**src/rtl/round_robin_arbiter_pkg.sv**
```systemverilog
// round_robin_arbiter_pkg: shared constants and one-hot decode for the round-robin arbiter
package round_robin_arbiter_pkg;
  localparam int DEFAULT_PORTS = 4;
  localparam int MAX_PORTS = 32;
  localparam int IDX_W = 5;
  function automatic logic [IDX_W-1:0] onehot_to_idx(input logic [MAX_PORTS-1:0] v);
    logic [IDX_W-1:0] idx;
    idx = '0;
    for (int i = 0; i < MAX_PORTS; i++) if (v[i]) idx = IDX_W'(i);
    return idx;
  endfunction
endpackage

```
**src/rtl/round_robin_arbiter_pick.sv**
```systemverilog
// rr_priority_pick: one-hot of the first requester at or after start, wrapping past PORTS-1
module rr_priority_pick import round_robin_arbiter_pkg::*; #(
  parameter int PORTS = DEFAULT_PORTS,
  parameter int IW = $clog2(PORTS)
) (
  input  logic [PORTS-1:0] req,
  input  logic [IW-1:0]    start,
  output logic [PORTS-1:0] pick
);
  logic found;
  logic [IW-1:0] idx;
  always_comb begin
    pick = '0;
    found = 1'b0;
    idx = '0;
    for (int k = 0; k < PORTS; k++) begin
      idx = IW'((int'(start) + k) % PORTS);
      if (!found && req[idx]) begin
        pick[idx] = 1'b1;
        found = 1'b1;
      end
    end
  end
endmodule

```
**src/rtl/round_robin_arbiter.sv**
```systemverilog
// round_robin_arbiter: sticky-grant round-robin arbiter, zero-cycle or registered grant
// ROUND_ROBIN_ARBITER_ASSERT_EN adds protocol and starvation assertions
module round_robin_arbiter import round_robin_arbiter_pkg::*; #(
  parameter int PORTS = DEFAULT_PORTS,
  parameter bit ZERO_CYCLE = 1'b1
) (
  input  logic             i_clk,
  input  logic             i_rstn,
  input  logic [PORTS-1:0] i_req_vec,
  output logic [PORTS-1:0] o_grant_vec
);
  localparam int IW = $clog2(PORTS);
  localparam logic [IW-1:0] LAST = IW'(PORTS - 1);
  logic [PORTS-1:0] grant_q, pick, next_grant;
  logic [IW-1:0] last_q, start;
  // search begins just past the previous owner, so it ends up lowest priority
  always_comb start = (last_q == LAST) ? '0 : last_q + IW'(1);
  rr_priority_pick #(.PORTS(PORTS), .IW(IW)) u_pick (
    .req(i_req_vec),
    .start(start),
    .pick(pick)
  );
  always_comb next_grant = |(i_req_vec & grant_q) ? grant_q : pick;
  always_ff @(posedge i_clk or negedge i_rstn)
    if (!i_rstn) begin
      grant_q <= '0;
      last_q <= LAST;
    end else begin
      grant_q <= next_grant;
      if (|next_grant) last_q <= IW'(onehot_to_idx(MAX_PORTS'(next_grant)));
    end
  always_comb o_grant_vec = !i_rstn ? '0 : ZERO_CYCLE ? next_grant : grant_q;
`ifdef ROUND_ROBIN_ARBITER_ASSERT_EN
  logic owner_change;
  always_comb owner_change = |next_grant && next_grant != grant_q;
  a_onehot: assert property (@(posedge i_clk) disable iff (!i_rstn) $onehot0(o_grant_vec));
  if (ZERO_CYCLE) begin : g_subset
    a_subset: assert property (@(posedge i_clk) disable iff (!i_rstn) (o_grant_vec & ~i_req_vec) == '0);
  end
  a_hold: assert property (@(posedge i_clk) disable iff (!i_rstn)
    |(grant_q & i_req_vec) |=> grant_q == $past(grant_q));
  for (genvar p = 0; p < PORTS; p++) begin : g_starve
    logic [6:0] waits;
    always_ff @(posedge i_clk or negedge i_rstn)
      if (!i_rstn) waits <= '0;
      else waits <= (!i_req_vec[p] || next_grant[p]) ? '0 : waits + 7'(owner_change);
    a_starve: assert property (@(posedge i_clk) disable iff (!i_rstn) waits <= 7'(PORTS));
  end
`else
`endif
endmodule

```
**config.mk**
```make
export PLATFORM = sky130hd
export DESIGN_NAME = round_robin_arbiter
export DESIGN_NICKNAME = d
export VERILOG_FILES = /design/src/rtl/round_robin_arbiter_pkg.sv /design/src/rtl/round_robin_arbiter_pick.sv /design/src/rtl/round_robin_arbiter.sv
export SDC_FILE = /design/constraint.sdc
export NUM_CORES = 1
export LEC_CHECK = 0
export BUFFER_PORTS_ARGS = -buffer_cell sky130_fd_sc_hd__buf_2
export CAP_MARGIN = 20
export CORE_MARGIN = 2
export CORE_UTILIZATION = 50
export DETAILED_ROUTE_END_ITERATION = 8
export HOLD_SLACK_MARGIN = 0.03
export MAX_ROUTING_LAYER = met4
export PLACE_DENSITY = 0.71
export SLEW_MARGIN = 20
export SYNTH_ARGS = -nofsm -noshare
export SYNTH_HDL_FRONTEND = slang
export SYNTH_SLANG_ARGS = --single-unit
```
**constraint.sdc**
```tcl
create_clock -name i_clk -period 5.35 [get_ports i_clk]
set_input_delay 0.8025 -clock i_clk [delete_from_list [all_inputs] [get_ports i_clk]]
set_output_delay 0.8025 -clock i_clk [all_outputs]
set_load 0.01 [all_outputs]
```
==> flow_summary.ini, run 1 <==
[outcome]
run_status = finished clean

[timing]
finalClockSkew_ps = 7.92
report.final.hold_viol_count = 0
tns_ps = 0
drv_slew = 0
fin_crit_ps = 3750
fmax_mhz = 266
period_share = 0.702
tightest_slew_ps = 401
rsz0062_at_grt = false
maxSlewHeadroom = 0.732
setup_viol = 0

[hold_path]
holdCritPathClass = in -> async

[synthesis]
yosysSeqAreaShare = 0.222
syn-cell-area_um2 = 687
synthFlopType = dfrtp_1
synthDominantCellAreaShare = 0.146
synthSimpleGateAreaFrac = 0.215
yosysTopAreaCell = dfrtp_1
ys.warnings.count = 0
synth-edff-count = 0
synth_top_family_by_area = compound AO/OA/AOI/OAI gates
syn_inst = 74
synthMuxAreaShare = 0.115
synth-compound-area-share = 0.231
synth.most_common_cell = inv_1
synth_nets = 88
ys_ff_latch = 6
syn_area_per_cell_um2 = 9.28
netlist_top_cells_count = inv_1, ha_1, nand2_1, dfrtp_1
synth_cell_types = 36
synth-xor-area-share = 0
yosys-top-cells-area = dfrtp_1, ha_1, mux4_2, dfstp_2, inv_1
synth_fa_ha_area_frac = 0.146
async_reset_ff_frac = 1.00

[clock_tree]
clk_latency_ps = 250
cts_setup_buffers = 0
cts-root-buf = clkbuf_4
htreeDepth = 1
cts_tree = yes
numCtsBuffers = 3
path_clk_slew_ps = 50
clockBufferDepth = 2
numClockSinks = 6
cts_resized = 0
cts_hold_buf = 0

[critical_path]
cp_slowest_cell = dfstp_2
critPathMaxStageDelay_ps = 610
cp-end-kind = primary output
crit_required_ps = 4550
crit_chain = ha_1 -> or2_4 -> mux4_2 -> or3_1 -> o2111ai_1 -> o22a_2 -> and2_2 -> buf_2
crit_type = reg -> out
r2r_setup_slack_ps = 2500
critPathBufInv = 1
start_kind = register
path_max_fanout = 11
critical-path-top-delay-family = simple AND/OR/NAND/NOR gates
critPathArrivalTime_ps = 2950

[placement]
dp.cells = 97
post-dp-hpwl_um = 1110
port_buffers = 9
place_congestion = 0.927

[floorplan]
dieArea_um2 = 1690
die_w_um = 41.1
initial_core_util = 0.535
die_h_um = 41.1
io_pins = 10
std_cell_rows = 13
core_um2 = 1280

[pwr]
p_per_area_nw_per_um2 = 700
ir_drop_uv = 349
cellLeakagePower_nw = 0.347

[detailed_routing]
drt_iter0_markers = 19
via_count = 608
viasPerCell = 6.02
wire_per_inst_um = 13.7
first_pass_iters = 4
routed_wl_um = 1390
drc = 0
postRouteAntennaNets = 0

[run]
drv_cap = 0

[global_route]
grt_max_degree = 12
grt_pass1_wl_um = 2120
antenna_found_initial = 0
grtUsageTotal = 0.199
overflow = 0
grt_pass1_vias = 486

[final_layout]
num_antenna_cells = 0
nets = 101
layout.cells.non_filler = 101
fillers = 114
syn2layout_area_growth_pct = 11.5
drive_gt1_frac = 0.302
## registers in the layout, summed over array words and instances (netlist names)
name,cells
grant_q,4
last_q,2
## layout by cell type (no fill, tap or decap), drive strengths merged, types with 2 or more instances in the layout
cell / instances
nor2: 4
inv: 10
or3: 2
nor4b: 2
mux4: 3
nand2: 6
clkbuf: 4
ha: 8
buf: 9
o22a: 3
nor3b: 2
dfstp: 2
o21ai: 3
dfrtp: 4
a31oi: 2
and2: 5
## power breakdown
part           internal, mW  switching (mW)
clock                0.0283          0.0168
combinational         0.185           0.206
sequential           0.0773          0.0229
total                 0.290           0.245
## metrics by stage
step | cell area [µm²] | worst slack, ps | utilization | total power, mW | hold slack, ps
3_5_place_dp | 739 | 1870 | 0.575 | 0.490 | 556
2_1_floorplan | 687 | 2140 | - | 0.418 | 507
6_report | 766 | 1600 | 0.596 | 0.536 | 380
3_3_place_gp | 739 | 1930 | 0.575 | 0.485 | 558
4_1_cts | 766 | 1600 | 0.596 | 0.536 | 381
5_1_grt | 766 | 1380 | 0.596 | 0.588 | 370
## routing by layer
metal	part of all wire	global-route usage	wire, µm
met1	0.48	0.272	660
met2	0.47	0.305	645
met3	0.058	0.0652	80
met4	0	0	0
met5	0	-	0
## final cells by class
cell class / count / area, µm² / area share
Tap cell: 15 / 18.8 / 0.0245
Multi-Input combinational cell: 57 / 485 / 0.634
Clock buffer: 4 / 26.3 / 0.0343
Sequential cell: 6 / 153 / 0.199
Timing Repair Buffer: 9 / 45.0 / 0.0588
Inverter: 10 / 37.5 / 0.0490
## kinds of logic after synthesis
| kind of cell | Yosys count |
|---|---|
| buffers and inverters | 11 |
| adder cells (fa/ha/maj) | 8 |
| AND/OR/NAND/NOR | 25 |
| AO/OA/AOI/OAI | 20 |
| multiplexers | 4 |
| flip-flops | 6 |
## worst paths after layout
check / start / to / depth (start not counted)
max: last_q[0] / o_grant_vec[0] / 8
min: i_rstn / grant_q[1] / 1
max reg2reg: last_q[0] / last_q[1] / 8
min reg2reg: grant_q[2] / grant_q[2] / 1
max in group asynchronous: i_rstn / last_q[0] / 1
min in group i_clk: grant_q[2] / grant_q[2] / 1
(Power assumes the default switching activity.)
==> run 2, diff against run 1 <==
clock period = 3.5 ns   (was 5.35 ns; I/O delays follow)
==> flow_summary.ini, run 2 (synthesis gave the netlist of run 1 again) <==
[detailed_routing]
drt_iter0_markers = 38
drc = 0
wire_per_inst_um = 16.6
routed_wl_um = 1740
first_pass_iters = 4
postRouteAntennaNets = 0
viasPerCell = 6.52
via_count = 685

[global_route]
grtUsageTotal = 0.199
busiest_layer = met2
grt_pass1_vias = 486
use_met3 = 0.0652
overflow = 0
met2_usage = 0.305
grtUsageMet1 = 0.272
antenna_found_initial = 0
grt_pass1_wl_um = 2120
grt_max_degree = 12

[timing]
fin_crit_ps = 3470
tightest_slew_ps = 406
period_share = 0.992
setup_viol = 0
report.final.hold_viol_count = 0
finalClockSkew_ps = 8.82
fmax_mhz = 288
drv_slew = 0
maxSlewHeadroom = 0.729

[clock_tree]
numClockSinks = 6
cts_tree = yes
numCtsBuffers = 3
clockBufferDepth = 2
clk_latency_ps = 250
path_clk_slew_ps = 50
htreeDepth = 1
cts-root-buf = clkbuf_4
cts_hold_buf = 0

[critical_path]
cp-endpoint = o_grant_vec[2]
crit_required_ps = 2970
start_kind = register
r2r_setup_slack_ps = 730
r2r-start = last_q[0]
r2r_cells = 8
critPathArrivalTime_ps = 2950
r2r-end = last_q[1]
crit_type = reg -> out
path_max_fanout = 8
crit_start = last_q[0]
cp-end-kind = primary output

[pwr]
p_total_mw = 0.920
p_per_area_nw_per_um2 = 1120
cellLeakagePower_nw = 0.372
ir_drop_uv = 553

[floorplan]
die_w_um = 41.1
core_um2 = 1280
std_cell_rows = 13
die_h_um = 41.1
initial_core_util = 0.535
dieArea_um2 = 1690
io_pins = 10

[final_layout]
drive_gt1_frac = 0.356
design_area_um2 = 825
largest_register_ffs = 4
regMostFlops = grant_q
syn2layout_area_growth_pct = 20.0
final_cell_mix = inv_1, buf_2, ha_1, nand2_1, dfrtp_1
num_antenna_cells = 0
final_common_cell = inv_1
utilization = 0.642
nets = 105
top_regs = grant_q (4), last_q (2)
layout.cells.non_filler = 105

[placement]
place_congestion = 0.927
port_buffers = 9
dp.cells = 97
placed_cell_area_um2 = 739
post-dp-hpwl_um = 1110

[run]
drv_cap = 0

[outcome]
run_status = finished clean

[hold_path]
holdCritPathClass = in -> async
## run 2: layer usage
metal / vias to the layer above / share of wire
li1: 309 / -
met3: 4 / 0.096
met5: - / 0
met4: 0 / 0.0098
met2: 43 / 0.49
met1: 329 / 0.41
## run 2: through the flow
stage / worst slack, ps / hold WS [ps] / TNS [ps]
detailed placement: 295 / 369 / 0
global placement: 353 / 366 / 0
global route: -77.4 / 92.4 / -78.6
finish: 28.1 / 102 / 0
floorplan: 568 / 229 / 0
CTS: 30.0 / 103 / 0
## run 2: what timing repair did
action	in CTS	in global routing
setup endpoints to repair	0	4
gates resized for setup	0	3
setup buffers	0	3
## run 2: how the worst min path moves through the flow
stage / to / slack, ps
floorplan: grant_q[0] / 230
global placement: grant_q[2] / 370
CTS: grant_q[2] / 100
finish: grant_q[1] / 100
global route: grant_q[2] / 90
detailed placement: grant_q[3] / 370
## run 2: where the power goes
group          internal [mW]  switching, mW  total [mW]
clock network         0.0432         0.0260      0.0693
registers              0.118         0.0344       0.153
logic                  0.331          0.367       0.698
## run 2: worst max-delay path, stage by stage, from the launching register on
cell and delay (ps):
dfstp_2 590, inv_1 120, ha_1 260, nor2_2 170, mux4_2 390, a221oi_1 370
o32ai_1 180, mux2_2 320, and2_1 160, buf_2 130
## run 2: cell type report
cell class                 instances  area [µm²]
fill                             105         460
multi-input combinational         58         522
tap                               15        18.8
sequential                         6         153
timing repair buffer              12        67.6
clock buffer                       4        26.3
inverter                          10        37.5
